[config.mk]
export PLATFORM = sky130hd
export DESIGN_NAME = apb_slave_regs
export DESIGN_NICKNAME = d
export VERILOG_FILES = /design/src/rtl/apb_slave_regs.sv
export SDC_FILE = /design/constraint.sdc
export NUM_CORES = 1
export LEC_CHECK = 0
export BUFFER_PORTS_ARGS = -buffer_cell sky130_fd_sc_hd__buf_2
export CORE_ASPECT_RATIO = 1.5
export CORE_MARGIN = 3
export CORE_UTILIZATION = 60
export CTS_CLUSTER_DIAMETER = 200
export DETAILED_ROUTE_END_ITERATION = 7
export HOLD_SLACK_MARGIN = 0.06
export PLACE_DENSITY = 0.78
export SYNTH_ARGS = -nofsm -noshare
export SYNTH_HDL_FRONTEND = slang
export SYNTH_SLANG_ARGS = --single-unit
[constraint.sdc]
create_clock -name PCLK -period 3.5 [get_ports PCLK]
set_clock_uncertainty 0.15 [all_clocks]
set_input_delay 0.175 -clock PCLK [delete_from_list [all_inputs] [get_ports PCLK]]
set_output_delay 0.175 -clock PCLK [all_outputs]
set_load 0.03 [all_outputs]
[src/rtl/apb_slave_regs.sv]
// APB3 completer with a small word-addressed register bank.
// The bank holds a read-only ID, a read-only write counter and RW scratch words.
// Each access inserts a fixed number of wait states.
// Illegal accesses are reported on PSLVERR.
module apb_slave_regs #(
  parameter int unsigned          ADDR_W      = 8,
  parameter int unsigned          DATA_W      = 32,
  parameter int unsigned          NUM_REGS    = 8,
  parameter int unsigned          WAIT_STATES = 1,
  parameter logic [DATA_W-1:0]    ID_VALUE    = 32'hA5B0_0001
) (
  input  logic              PCLK,
  input  logic              PRESETn,
  input  logic              PSEL,
  input  logic              PENABLE,
  input  logic              PWRITE,
  input  logic [ADDR_W-1:0] PADDR,
  input  logic [DATA_W-1:0] PWDATA,
  output logic [DATA_W-1:0] PRDATA,
  output logic              PREADY,
  output logic              PSLVERR
);

  localparam int unsigned IdxW = $clog2(NUM_REGS);

  typedef enum logic [1:0] {StIdle, StWait, StReady, StDone} state_t;

  state_t              state_q;
  logic [3:0]          cnt_q;
  logic                wr_q;
  logic [ADDR_W-1:0]   addr_q;
  logic [DATA_W-1:0]   wdata_q;
  logic [DATA_W-1:0]   wr_count_q;
  logic [DATA_W-1:0]   regs_q [NUM_REGS];

  logic                setup;
  logic [ADDR_W-3:0]   idx;
  logic [IdxW-1:0]     sel;
  logic                err;
  logic [DATA_W-1:0]   rd_val;
  logic                finish;
  logic                commit;

  // Decode the latched request: error classification, read mux, commit strobe.
  always_comb begin
    setup  = PSEL & ~PENABLE;
    idx    = addr_q[ADDR_W-1:2];
    sel    = idx[IdxW-1:0];
    err    = (addr_q[1:0] != 2'b00) || (32'(idx) >= NUM_REGS) || (wr_q && (32'(idx) < 2));
    rd_val = '0;
    if (32'(idx) == 0) begin
      rd_val = ID_VALUE;
    end else if (32'(idx) == 1) begin
      rd_val = wr_count_q;
    end else begin
      rd_val = regs_q[sel];
    end
    // The WAIT->READY edge is the single point where a transfer completes.
    finish = (state_q == StWait) && PSEL && (cnt_q == 4'd0);
    commit = finish && wr_q && !err;
  end

  // Transfer FSM with registered PREADY/PRDATA/PSLVERR (zero whenever not ready).
  always_ff @(posedge PCLK or negedge PRESETn) begin
    if (!PRESETn) begin
      state_q <= StIdle;
      cnt_q   <= 4'd0;
      wr_q    <= 1'b0;
      addr_q  <= '0;
      wdata_q <= '0;
      PREADY  <= 1'b0;
      PRDATA  <= '0;
      PSLVERR <= 1'b0;
    end else begin
      PREADY  <= 1'b0;
      PRDATA  <= '0;
      PSLVERR <= 1'b0;
      unique case (state_q)
        StIdle: begin
          // An access phase without a preceding setup is ignored.
          if (setup) begin
            wr_q    <= PWRITE;
            addr_q  <= PADDR;
            wdata_q <= PWDATA;
            cnt_q   <= 4'(WAIT_STATES);
            state_q <= StWait;
          end
        end
        StWait: begin
          if (!PSEL) begin
            state_q <= StIdle;
          end else if (finish) begin
            state_q <= StReady;
            PREADY  <= 1'b1;
            PSLVERR <= err;
            PRDATA  <= (!wr_q && !err) ? rd_val : '0;
          end else begin
            cnt_q <= cnt_q - 4'd1;
          end
        end
        StReady: begin
          state_q <= StDone;
        end
        StDone: begin
          // Wait for the master to leave the access phase so one transfer commits once.
          if (!PENABLE || !PSEL) begin
            if (setup) begin
              wr_q    <= PWRITE;
              addr_q  <= PADDR;
              wdata_q <= PWDATA;
              cnt_q   <= 4'(WAIT_STATES);
              state_q <= StWait;
            end else begin
              state_q <= StIdle;
            end
          end
        end
        default: state_q <= StIdle;
      endcase
    end
  end

  // Register bank: scratch words and the successful-write counter.
  always_ff @(posedge PCLK or negedge PRESETn) begin
    if (!PRESETn) begin
      wr_count_q <= '0;
      for (int i = 0; i < NUM_REGS; i++) begin
        regs_q[i] <= '0;
      end
    end else if (commit) begin
      wr_count_q  <= wr_count_q + DATA_W'(1);
      regs_q[sel] <= wdata_q;
    end
  end

endmodule

Word level (Yosys, flattened, before mapping)
Index checks and enable logic that the tools add are counted. W data, S select, Z words.

Register bits: 369. Bits of input ports: 45. Output and inout port bits: 34. Word-level logic and storage cells: 96.

Add/sub/neg operators: 2. Order comparisons: 4. Eq/ne operators: 9. Muxes and demuxes: 38. Bitwise gates (word level): 3. Reduce and logical (&&, ||, !) cells: 23.

Operators with widths (count): $mux W32 (11); $bwmux W256 (1); $bmux W32 S3 (1); $demux W32 S3 (1); $pmux W32 S2 (1); $add A32 B1 Y32 const B (1); $mux W4 (4); $mux W8 (2); $pmux W8 S2 (1); $pmux W4 S3 (1); $mux W1 (9); $mux W2 (4); $ne A2 B2 Y1 const B (4); $pmux W2 S4 (1); $logic_and A1 B1 Y1 (7); $eq A6 B1 Y1 const B (1); $ge A6 B4 Y1 const B (1); $logic_not A6 Y1 (1); $lt A6 B2 Y1 const B (1); $eq A2 B2 Y1 const B (2); $ge A4 B4 Y1 const B (1); $logic_not A1 Y1 (4); $logic_not A4 Y1 (1); $lt A4 B1 Y1 const B (1); 14 further kinds (17).

Longest topological paths before layout
Gate-level depths: netlist of run 1.

Word-level depth: 10. Gate-level depth with buffers: 8. Gate-level depth less buffers: 7.

Worst setup path before layout of run 1
Ideal clock, no wire load.

Kind: register to register. Start: register cnt_q[0]. End: register regs_q[47] (netlist name). Data arrival time: 2.254 ns. Required time: 3.225 ns. Slack: 0.971 ns. Stages on the path, launching flop included: 9. Buffers on the path: 2. Clock period less this slack: 2.529 ns. Path through: dfrtp_1 inv_1 ha_1 or3b_4 nor4_2 and3_1 clkbuf_1 buf_2 mux2_2.

Word-level cells in the longest chain between the ends: 4.

RTL lines: start: declaration (RTL line 29) `logic [3:0] cnt_q;`; start signal: assignment (RTL line 85) `cnt_q <= 4'(WAIT_STATES);`; start signal: assignment (RTL line 98) `cnt_q <= cnt_q - 4'd1;`; start signal: assignment (RTL line 111) `cnt_q <= 4'(WAIT_STATES);`; $logic_not A4 Y1 (RTL line 59) `finish = (state_q == StWait) && PSEL && (cnt_q == 4'd0);`; $logic_and A1 B1 Y1 (RTL line 59); $logic_and A1 B1 Y1 (2 in a row) (RTL line 60) `commit = finish && wr_q && !err;`; end signal: indexed assignment (RTL line 132) `regs_q[sel] <= wdata_q;`; end: declaration (RTL line 34) `logic [DATA_W-1:0] regs_q [NUM_REGS];`.

No other way between the ends. A chain may end at the register's enable or synchronous reset.

Final worst setup path of run 1
Start: register cnt_q[1]. End: register regs_q[141] (netlist name).

The elaborated chain is that of the path after synthesis.

==> results.py, run 1 <==
metrics = {
    "run_status": {
        "status": "completed",
    },
    "floorplan": {
        "num_io_pins": 79,
        "die_h_um": 205,
        "die_w_um": 139,
        "fp.dieArea_sq_um": 28500,
        "fp-row-count": 72,
        "initial_core_util_pct": 61.3,
        "core-area_sq_um": 25900,
    },
    "job": {
        "drv_cap": 0,
    },
    "power_and_ir_drop": {
        "p_sw_share_pct": 30.9,
        "p_clk_share_pct": 33.8,
        "p_per_area_nw_per_um2": 616,
        "seq_power_share_pct": 47.4,
        "power_mw": 11.2,
        "comb_power_share_pct": 18.8,
        "ir_drop_mv": 0.550,
        "switchingPower_mw": 3.46,
        "power.leakage_nw": 8.85,
        "intPower_mw": 7.74,
    },
    "logic_synthesis": {
        "synthCells": 1189,
        "syn_nets": 1236,
        "netlist.area_leader.share_pct": 58.1,
        "synth_top_family_by_area": "multiplexers",
        "synthMuxAreaShare_pct": 23.8,
        "synthArstFlopShare_pct": 100,
        "ys_ff_latch": 369,
        "synthTopCellsByArea": "dfrtp_1 (58%), mux2_2 (18%), mux4_2 (2.8%), mux2i_1 (2.7%), clkbuf_1 (2.4%)",
        "synth_compound_area_share_pct": 5.06,
        "synth_commonest_cells": "dfrtp_1 (369), mux2_2 (253), clkbuf_1 (101), mux2i_1 (43)",
        "synth_edf_count": 0,
        "yosysTopAreaCell": "dfrtp_1",
        "synth-simple-area-share_pct": 7.20,
        "syn_avg_cell_area_sq_um": 13.4,
        "synthFlopType": "dfrtp_1",
        "synth_most_common_cell": "dfrtp_1",
        "synth-adder-area-share_pct": 0.220,
        "yosysUniqueCellTypes": 58,
        "netlist_area_sq_um": 15900,
        "synth_xor_area_share_pct": 1.76,
        "ys_warn_count": 0,
        "synth-seq-area-share_pct": 58.1,
    },
    "grt": {
        "grt_overflow": 0,
        "grt_pass1_wl_mm": 58.4,
        "grt_pass1_vias": 10385,
        "gr-usage-met1_pct": 34.4,
        "grtUsageTotal_pct": 25.9,
        "antenna_found_initial": 0,
        "grt_busiest_layer": "met2",
        "grt_max_degree": 93,
        "use_met3_pct": 3.21,
        "met2_usage_pct": 44.7,
    },
    "layout": {
        "layout-drive-gt1-share_pct": 37.3,
        "seqCellArea_sq_um": 9240,
        "multiInputGateArea_sq_um": 6090,
        "nets": 1295,
        "synthToLayoutAreaGrowth_pct": 14.2,
        "diodes": 0,
        "final_core_util_pct": 70.0,
        "final_cells": 1605,
        "fillers": 1750,
    },
    "clock_tree": {
        "htreeDepth": 2,
        "cts_tree": "done",
        "cts_num_sinks": 369,
        "clkTransAtPathRegs_ns": 0.07,
        "root_buffer": "clkbuf_16",
        "insertion_delay_ns": 0.51,
        "cts_resized": 0,
        "clock_path_buffers": 3,
        "cts_buffers": 35,
    },
    "worst_setup_path": {
        "critPathKind": "reg -> reg",
        "endpoint_kind": "flip-flop",
        "critPathRequiredTime_ns": 3.74,
        "arrival_ns": 3.28,
        "reg2regPathDepth": 7,
        "cp-start-kind": "flip-flop",
        "worstPathMaxFanout": 21,
    },
    "timing": {
        "fin_ws_ns": 0.458,
        "setup_tns_ns": 0,
        "period_minus_slack_ns": 3.04,
        "setup_viol": 0,
        "relSlewSlack_pct": 40.4,
        "fin_crit_sh_pct": 86.9,
        "tightest_slew_ns": 0.891,
        "hold_violations": 0,
        "fmaxAchievable_mhz": 329,
        "rsz0062_at_grt": "false",
        "final_max_slew_viol_count": 0,
    },
    "detailed_routing": {
        "first_pass_iters": 5,
        "dr.first_iter.drc_count": 666,
        "avgViaCountPerCell": 6.10,
        "wl_mm": 36.2,
        "antenna_left": 0,
        "via_count": 9789,
        "wl_per_cell_um": 22.6,
        "drc_errors": 0,
    },
    "place": {
        "io_buffers": 78,
        "place_ws_ns": 0.563,
        "gp_congestion": 0.867,
        "post-place-cells": 1499,
        "dp_hpwl_mm": 22.8,
    },
    "hold_path": {
        "hp-class": "in -> async",
    },
}
==> routing by layer <==
layer | up-vias | wire length, um
li1 | 4360 | -
met2 | 246 | 18800
met5 | - | 0
met4 | 0 | 1160
met1 | 5111 | 14800
met3 | 72 | 1480
==> worst paths after layout <==
path,start,to,slack [ns]
setup / recovery,cnt_q[1]$_DFFE_PN0P_,regs_q[141]$_DFFE_PN0P_,0.46
hold / removal,PRESETn,async pin,0.13
setup reg to reg,cnt_q[1]$_DFFE_PN0P_,regs_q[141]$_DFFE_PN0P_,0.46
hold reg to reg,regs_q[234]$_DFFE_PN0P_,regs_q[234]$_DFFE_PN0P_,0.22
max in group asynchronous,PRESETn,regs_q[125]$_DFFE_PN0P_,2.10
min in group PCLK,regs_q[234]$_DFFE_PN0P_,regs_q[234]$_DFFE_PN0P_,0.22
==> metrics by stage <==
step	hold slack, ns	cell area [sq um]
after floorplan	-0.271	15900
after detailed placement	0.100	16600
after CTS	0.154	18200
final	0.127	18200
after global routing	0.188	18200
after global placement	0.0976	16600
==> repair_timing <==
| action | 4_1_cts | 5_1_grt |
|---|---|---|
| endpoints found under the hold margin | 133 | 0 |
| setup buffers | 0 | 0 |
| hold buffers | 45 | 0 |
==> worst max-delay path, cell delays in order, from the launching register on <==
cell and delay (ns):
dfrtp_1 0.40, inv_1 0.10, ha_1 0.18, or3b_4 0.41, nor4_2 0.67, and2_2 0.40, buf_12 0.23, mux2_2 0.36
==> cell usage in the layout (no fill, tap or decap), types with 30 or more instances in the layout <==
master	synthesis	layout
buf_2	25	77
buf_4	1	30
clkbuf_16	0	37
dfrtp_1	369	366
dlygate4sd3_1	0	45
mux2_2	253	253
mux2i_1	43	43
nand2_1	36	36
nand3_1	35	32
nor2_1	36	35
o21ai_0	34	34
==> power groups by stage <==
stage / registers (mW) / logic (mW) / clock network, mW
floorplan: 4.95 / 1.56 / 0
global placement: 5.35 / 2.01 / 0
detailed placement: 5.37 / 2.06 / 0
CTS: 5.30 / 2.12 / 3.85
global route: 5.38 / 2.27 / 4.04
finish: 5.31 / 2.11 / 3.78
==> sequential cells by signal (all words and copies together), names as in the netlist, named ones only <==
register	flops
PRDATA	32
cnt_q	4
state_q	1
wr_count_q	32
PREADY	1
regs_q	256
PSLVERR	1
addr_q	8
wr_q	1
wdata_q	32
==> cells by family (layout without fill, tap and decap cells) <==
kind of cell / count (synthesis) / after routing
DFF: 369 / 369
muxes: 321 / 321
xor gates and xnor gates: 32 / 32
AOI/OAI and AO/OA: 115 / 115
buffers and inverters: 152 / 235
and+or+nand+nor: 197 / 197
adders and majority gates: 3 / 3
==> final cells by class <==
class | count | area share (%)
Clock inverter | 13 | 0.785
Tap cell | 333 | 2.29
Inverter | 13 | 0.269
Clock buffer | 48 | 5.49
Multi-Input combinational cell | 668 | 33.5
Timing Repair Buffer | 161 | 6.80
Sequential cell | 369 | 50.9
No activity file was read; power rests on OpenSTA's default activity.
==> run 2, diff against run 1 <==
- clock period: 3.5 -> 3 ns (I/O delays scaled with it)
==> results.py, run 2 (same netlist as run 1, synthesis figures left out) <==
metrics = {
    "run_status": {
        "status": "completed",
    },
    "detailed_routing": {
        "drc_errors": 0,
        "via_count": 9865,
        "antenna_left": 0,
        "wl_per_cell_um": 22.6,
        "avgViaCountPerCell": 6.12,
        "dr.first_iter.drc_count": 685,
        "wl_mm": 36.4,
        "first_pass_iters": 5,
    },
    "place": {
        "io_buffers": 78,
        "gp_congestion": 0.837,
        "place_ws_ns": 0.265,
        "dp_hpwl_mm": 23.1,
        "placed_cell_area_sq_um": 16700,
    },
    "worst_setup_path": {
        "cp-start-kind": "flip-flop",
        "critPathRequiredTime_ns": 3.25,
        "r2r-end": "regs_q[88]$_DFFE_PN0P_",
        "worstSetupEndpoint": "regs_q[88]$_DFFE_PN0P_",
        "endpoint_kind": "flip-flop",
        "critPathLaunch": "cnt_q[0]$_DFFE_PN0P_",
        "critPathKind": "reg -> reg",
        "rr_startpoint": "cnt_q[0]$_DFFE_PN0P_",
        "arrival_ns": 3.04,
        "r2r_slack_ns": 0.21,
        "worstPathMaxFanout": 22,
        "reg2regPathDepth": 8,
    },
    "timing": {
        "period_minus_slack_ns": 2.79,
        "tightest_slew_ns": 0.860,
        "relSlewSlack_pct": 42.5,
        "fmaxAchievable_mhz": 358,
        "fin_crit_sh_pct": 93.1,
        "setup_viol": 0,
        "final_max_slew_viol_count": 0,
        "fin_ws_ns": 0.207,
        "setup_tns_ns": 0,
        "hold_ws_ns": 0.0780,
        "rsz0062_at_grt": "false",
        "hold_violations": 0,
    },
    "layout": {
        "nets": 1303,
        "largest_reg_flops": 256,
        "mostFrequentLayoutCells": "dfrtp_1 (366), mux2_2 (253), buf_2 (77)",
        "layout-drive-gt1-share_pct": 37.7,
        "diodes": 0,
        "synthToLayoutAreaGrowth_pct": 14.7,
        "fin_area_sq_um": 18200,
        "regMostFlops": "regs_q",
        "final_common_cell": "dfrtp_1",
    },
    "floorplan": {
        "num_io_pins": 79,
        "fp.dieArea_sq_um": 28500,
        "fp-row-count": 72,
        "die_w_um": 139,
        "core-area_sq_um": 25900,
        "initial_core_util_pct": 61.3,
        "die_h_um": 205,
    },
    "power_and_ir_drop": {
        "power.leakage_nw": 8.90,
        "power_mw": 13.1,
        "ir_drop_mv": 0.542,
        "p_per_area_nw_per_um2": 719,
    },
    "clock_tree": {
        "htreeDepth": 2,
        "cts_num_sinks": 369,
        "clkTransAtPathRegs_ns": 0.06,
        "insertion_delay_ns": 0.52,
        "cts_tree": "done",
        "root_buffer": "clkbuf_16",
        "clock_path_buffers": 3,
        "cts_buffers": 35,
        "cts_resized": 0,
    },
    "grt": {
        "grtUsageTotal_pct": 26.0,
        "grt_overflow": 0,
        "grt_pass1_wl_mm": 58.5,
        "antenna_found_initial": 1,
        "grt_max_degree": 81,
        "grt_pass1_vias": 10552,
    },
    "hold_path": {
        "hp-class": "in -> async",
    },
    "job": {
        "drv_cap": 0,
    },
}
## run 2: cell count changes in the layout (fill, tap and decap cells not counted)
cell and delta:
clkbuf_1 -1, bufinv_16 -1, buf_4 +4, clkbuf_8 +3, clkinv_2 -3, buf_12 +4
clkinvlp_4 -1, inv_6 +3, clkbuf_16 -2
## run 2: power breakdown
part / total (mW) / internal [mW] / leakage, nW / switching, mW
Clock: 4.34 / 2.48 / 0.548 / 1.86
Combinational: 2.67 / 1.17 / 3.31 / 1.51
Sequential: 6.10 / 5.37 / 5.04 / 0.736
Total: 13.1 / 9.01 / 8.90 / 4.11
## run 2: cell type report
| type | instances | area (sq um) |
|---|---|---|
| Sequential cell | 369 | 9240 |
| Fill cell | 1761 | 7700 |
| Multi-Input combinational cell | 668 | 6090 |
| Timing Repair Buffer | 169 | 1350 |
| Clock buffer | 48 | 985 |
| Tap cell | 333 | 417 |
| Clock inverter | 11 | 116 |
| Inverter | 13 | 48.8 |
## run 2: what timing repair did
action / 4_1_cts / 5_1_grt
hold endpoints to repair: 389 / 0
setup endpoints to repair: 0 / 0
hold buffers: 45 / 0
buffers inserted: 0 / 0
## run 2: per-stage QoR
stage	util, %	std cells
after floorplan	-	1189
after global placement	64.3	1507
after detailed placement	64.3	1507
after CTS	70.3	1611
after global routing	70.3	1611
final	70.3	1611
## run 2: worst min path at each step
stage,startpoint,endpoint,slack (ns),cells after the start
5_1_grt,PRESETn,cnt_q[3]$_DFFE_PN0P_,0.14,2
3_3_place_gp,PRESETn,cnt_q[3]$_DFFE_PN0P_,0.05,1
2_1_floorplan,PRESETn,PRDATA[0]$_DFF_PN0_,-0.30,0
4_1_cts,PRESETn,cnt_q[2]$_DFFE_PN0P_,0.10,2
3_5_place_dp,PRESETn,cnt_q[2]$_DFFE_PN0P_,0.05,1
6_report,PRESETn,cnt_q[3]$_DFFE_PN0P_,0.08,2
## run 2: critical path, stage by stage (launching register included)
cell     delay (ns)
dfrtp_1        0.41
inv_1          0.07
ha_1           0.19
or3b_4         0.42
nor4_2         0.27
buf_4          0.18
and3_2         0.36
buf_12         0.24
mux2_2         0.36
## run 2: metal layers
metal / wire [um] / part of all wire, % / track usage, % / vias to the layer above
met4: 1190 / 3.3 / 9.62 / 2
li1: - / - / - / 4364
met3: 1550 / 4.3 / 3.86 / 75
met2: 18800 / 52 / 45.1 / 261
met1: 14800 / 41 / 33.4 / 5163
met5: 12 / 0.033 / 0 / -
==> run 3, diff against run 2 <==
- CTS_CLUSTER_SIZE: not set -> 12
- PLACE_DENSITY: 0.78 -> 0.77
==> results.py, run 3 (same netlist as run 1, synthesis figures left out) <==
metrics = {
    "run_status": {
        "status": "completed",
    },
    "detailed_routing": {
        "wl_mm": 37.2,
        "wl_per_cell_um": 23.2,
        "avgViaCountPerCell": 6.25,
        "antenna_left": 0,
        "first_pass_iters": 5,
        "drc_errors": 0,
        "dr.first_iter.drc_count": 565,
        "via_count": 10020,
    },
    "layout": {
        "synthToLayoutAreaGrowth_pct": 14.4,
        "largest_reg_flops": 256,
        "layout-drive-gt1-share_pct": 37.6,
        "diodes": 0,
        "final_common_cell": "dfrtp_1",
        "regMostFlops": "regs_q",
        "mostFrequentLayoutCells": "dfrtp_1 (366), mux2_2 (253), buf_2 (77)",
        "nets": 1312,
    },
    "power_and_ir_drop": {
        "power_mw": 12.8,
        "ir_drop_mv": 0.496,
        "seq_power_share_pct": 47.8,
        "p_sw_share_pct": 31.4,
        "p_clk_share_pct": 31.6,
        "intPower_mw": 8.77,
        "comb_power_share_pct": 20.6,
        "switchingPower_mw": 4.02,
        "p_per_area_nw_per_um2": 703,
        "power.leakage_nw": 8.86,
    },
    "clock_tree": {
        "cts_hold_buffers": 46,
        "cts_resized": 0,
        "cts_buffers": 36,
        "root_buffer": "clkbuf_16",
        "clock_path_buffers": 3,
        "post_cts_buffers": 0,
        "insertion_delay_ns": 0.53,
        "cts_num_sinks": 369,
        "cts_tree": "done",
        "clkTransAtPathRegs_ns": 0.06,
        "htreeDepth": 2,
    },
    "worst_setup_path": {
        "critPathLaunch": "cnt_q[1]$_DFFE_PN0P_",
        "endpoint_kind": "flip-flop",
        "worstPathMaxFanout": 32,
        "cp-start-kind": "flip-flop",
        "rr_startpoint": "cnt_q[1]$_DFFE_PN0P_",
        "arrival_ns": 2.90,
        "critPathKind": "reg -> reg",
        "critPathRequiredTime_ns": 3.25,
    },
    "place": {
        "dp_hpwl_mm": 23.7,
        "place_ws_ns": 0.408,
        "io_buffers": 78,
        "gp_congestion": 0.858,
    },
    "floorplan": {
        "die_h_um": 205,
        "fp.dieArea_sq_um": 28500,
        "initial_core_util_pct": 61.3,
        "die_w_um": 139,
        "num_io_pins": 79,
        "core-area_sq_um": 25900,
        "fp-row-count": 72,
    },
    "timing": {
        "setup_viol": 0,
        "setup_tns_ns": 0,
        "period_minus_slack_ns": 2.65,
        "relSlewSlack_pct": 44.1,
        "final_max_slew_viol_count": 0,
        "rsz0062_at_grt": "false",
        "fin_crit_sh_pct": 88.2,
        "fin_ws_ns": 0.353,
        "hold_violations": 0,
        "fmaxAchievable_mhz": 378,
        "tightest_slew_ns": 0.837,
    },
    "grt": {
        "grtUsageTotal_pct": 26.6,
        "grt_max_degree": 75,
        "grt_pass1_vias": 10692,
        "grt_overflow": 0,
        "antenna_found_initial": 0,
        "grt_pass1_wl_mm": 59.6,
    },
    "hold_path": {
        "hp-class": "in -> async",
    },
    "job": {
        "drv_cap": 0,
    },
}
==> run 3: changes by cell type in the layout (fill, tap and decap cells not counted), sizes merged <==
cell | before | now
buf | 124 | 132
inv | 16 | 13
bufinv | 2 | 0
clkinv | 6 | 2
clkbuf | 48 | 41
==> run 3: metrics by stage <==
step                      util (%)  hold WS, ns  cells  cell area (sq um)
after CTS                     70.1       0.0946   1603              18200
after floorplan                  -       -0.296   1189              15900
after global placement        64.5      -0.0793   1514              16700
after global routing          70.1        0.114   1603              18200
after detailed placement      64.5      -0.0756   1514              16700
final                         70.1       0.0961   1603              18200
==> run 3: worst max-delay path, stage by stage, from the launching register on <==
cell and delay [ns]:
dfrtp_1 0.40, inv_1 0.07, ha_1 0.17, nor3b_1 0.40
nand3_1 0.30, nor4_4 0.33, buf_12 0.30, mux2_2 0.37
==> run 3: final timing paths <==
kind,cells past startpoint,slack [ns],to
setup / recovery,7,0.35,regs_q[30]$_DFFE_PN0P_
hold / removal,3,0.1,async pin
setup reg to reg,7,0.35,regs_q[30]$_DFFE_PN0P_
hold reg to reg,0,0.22,regs_q[225]$_DFFE_PN0P_
max in group asynchronous,4,1.98,regs_q[108]$_DFFE_PN0P_
min in group PCLK,0,0.22,regs_q[225]$_DFFE_PN0P_
==> run 3: area by class of cell <==
cell class	count	area (sq um)
Fill cell	1803	7750
Clock inverter	2	21.3
Clock buffer	41	962
Sequential cell	369	9240
Inverter	13	48.8
Timing Repair Buffer	177	1420
Multi-Input combinational cell	668	6090
Tap cell	333	417
==> run 3: power by group through the flow <==
stage	Clock (mW)	Sequential [mW]	Combinational (mW)
2_1_floorplan	0	5.77	1.82
3_3_place_gp	0	6.16	2.52
3_5_place_dp	0	6.18	2.57
4_1_cts	4.12	6.09	2.64
5_1_grt	4.31	6.17	2.83
6_report	4.04	6.11	2.64
==> run 3: routing by layer <==
| layer | part of all wire (%) | track usage, % | vias up |
|---|---|---|---|
| li1 | - | - | 4378 |
| met1 | 39 | 33.5 | 5257 |
| met5 | 0 | 0 | - |
| met4 | 3.5 | 10.3 | 0 |
| met2 | 53 | 47.0 | 293 |
| met3 | 4.4 | 3.60 | 92 |
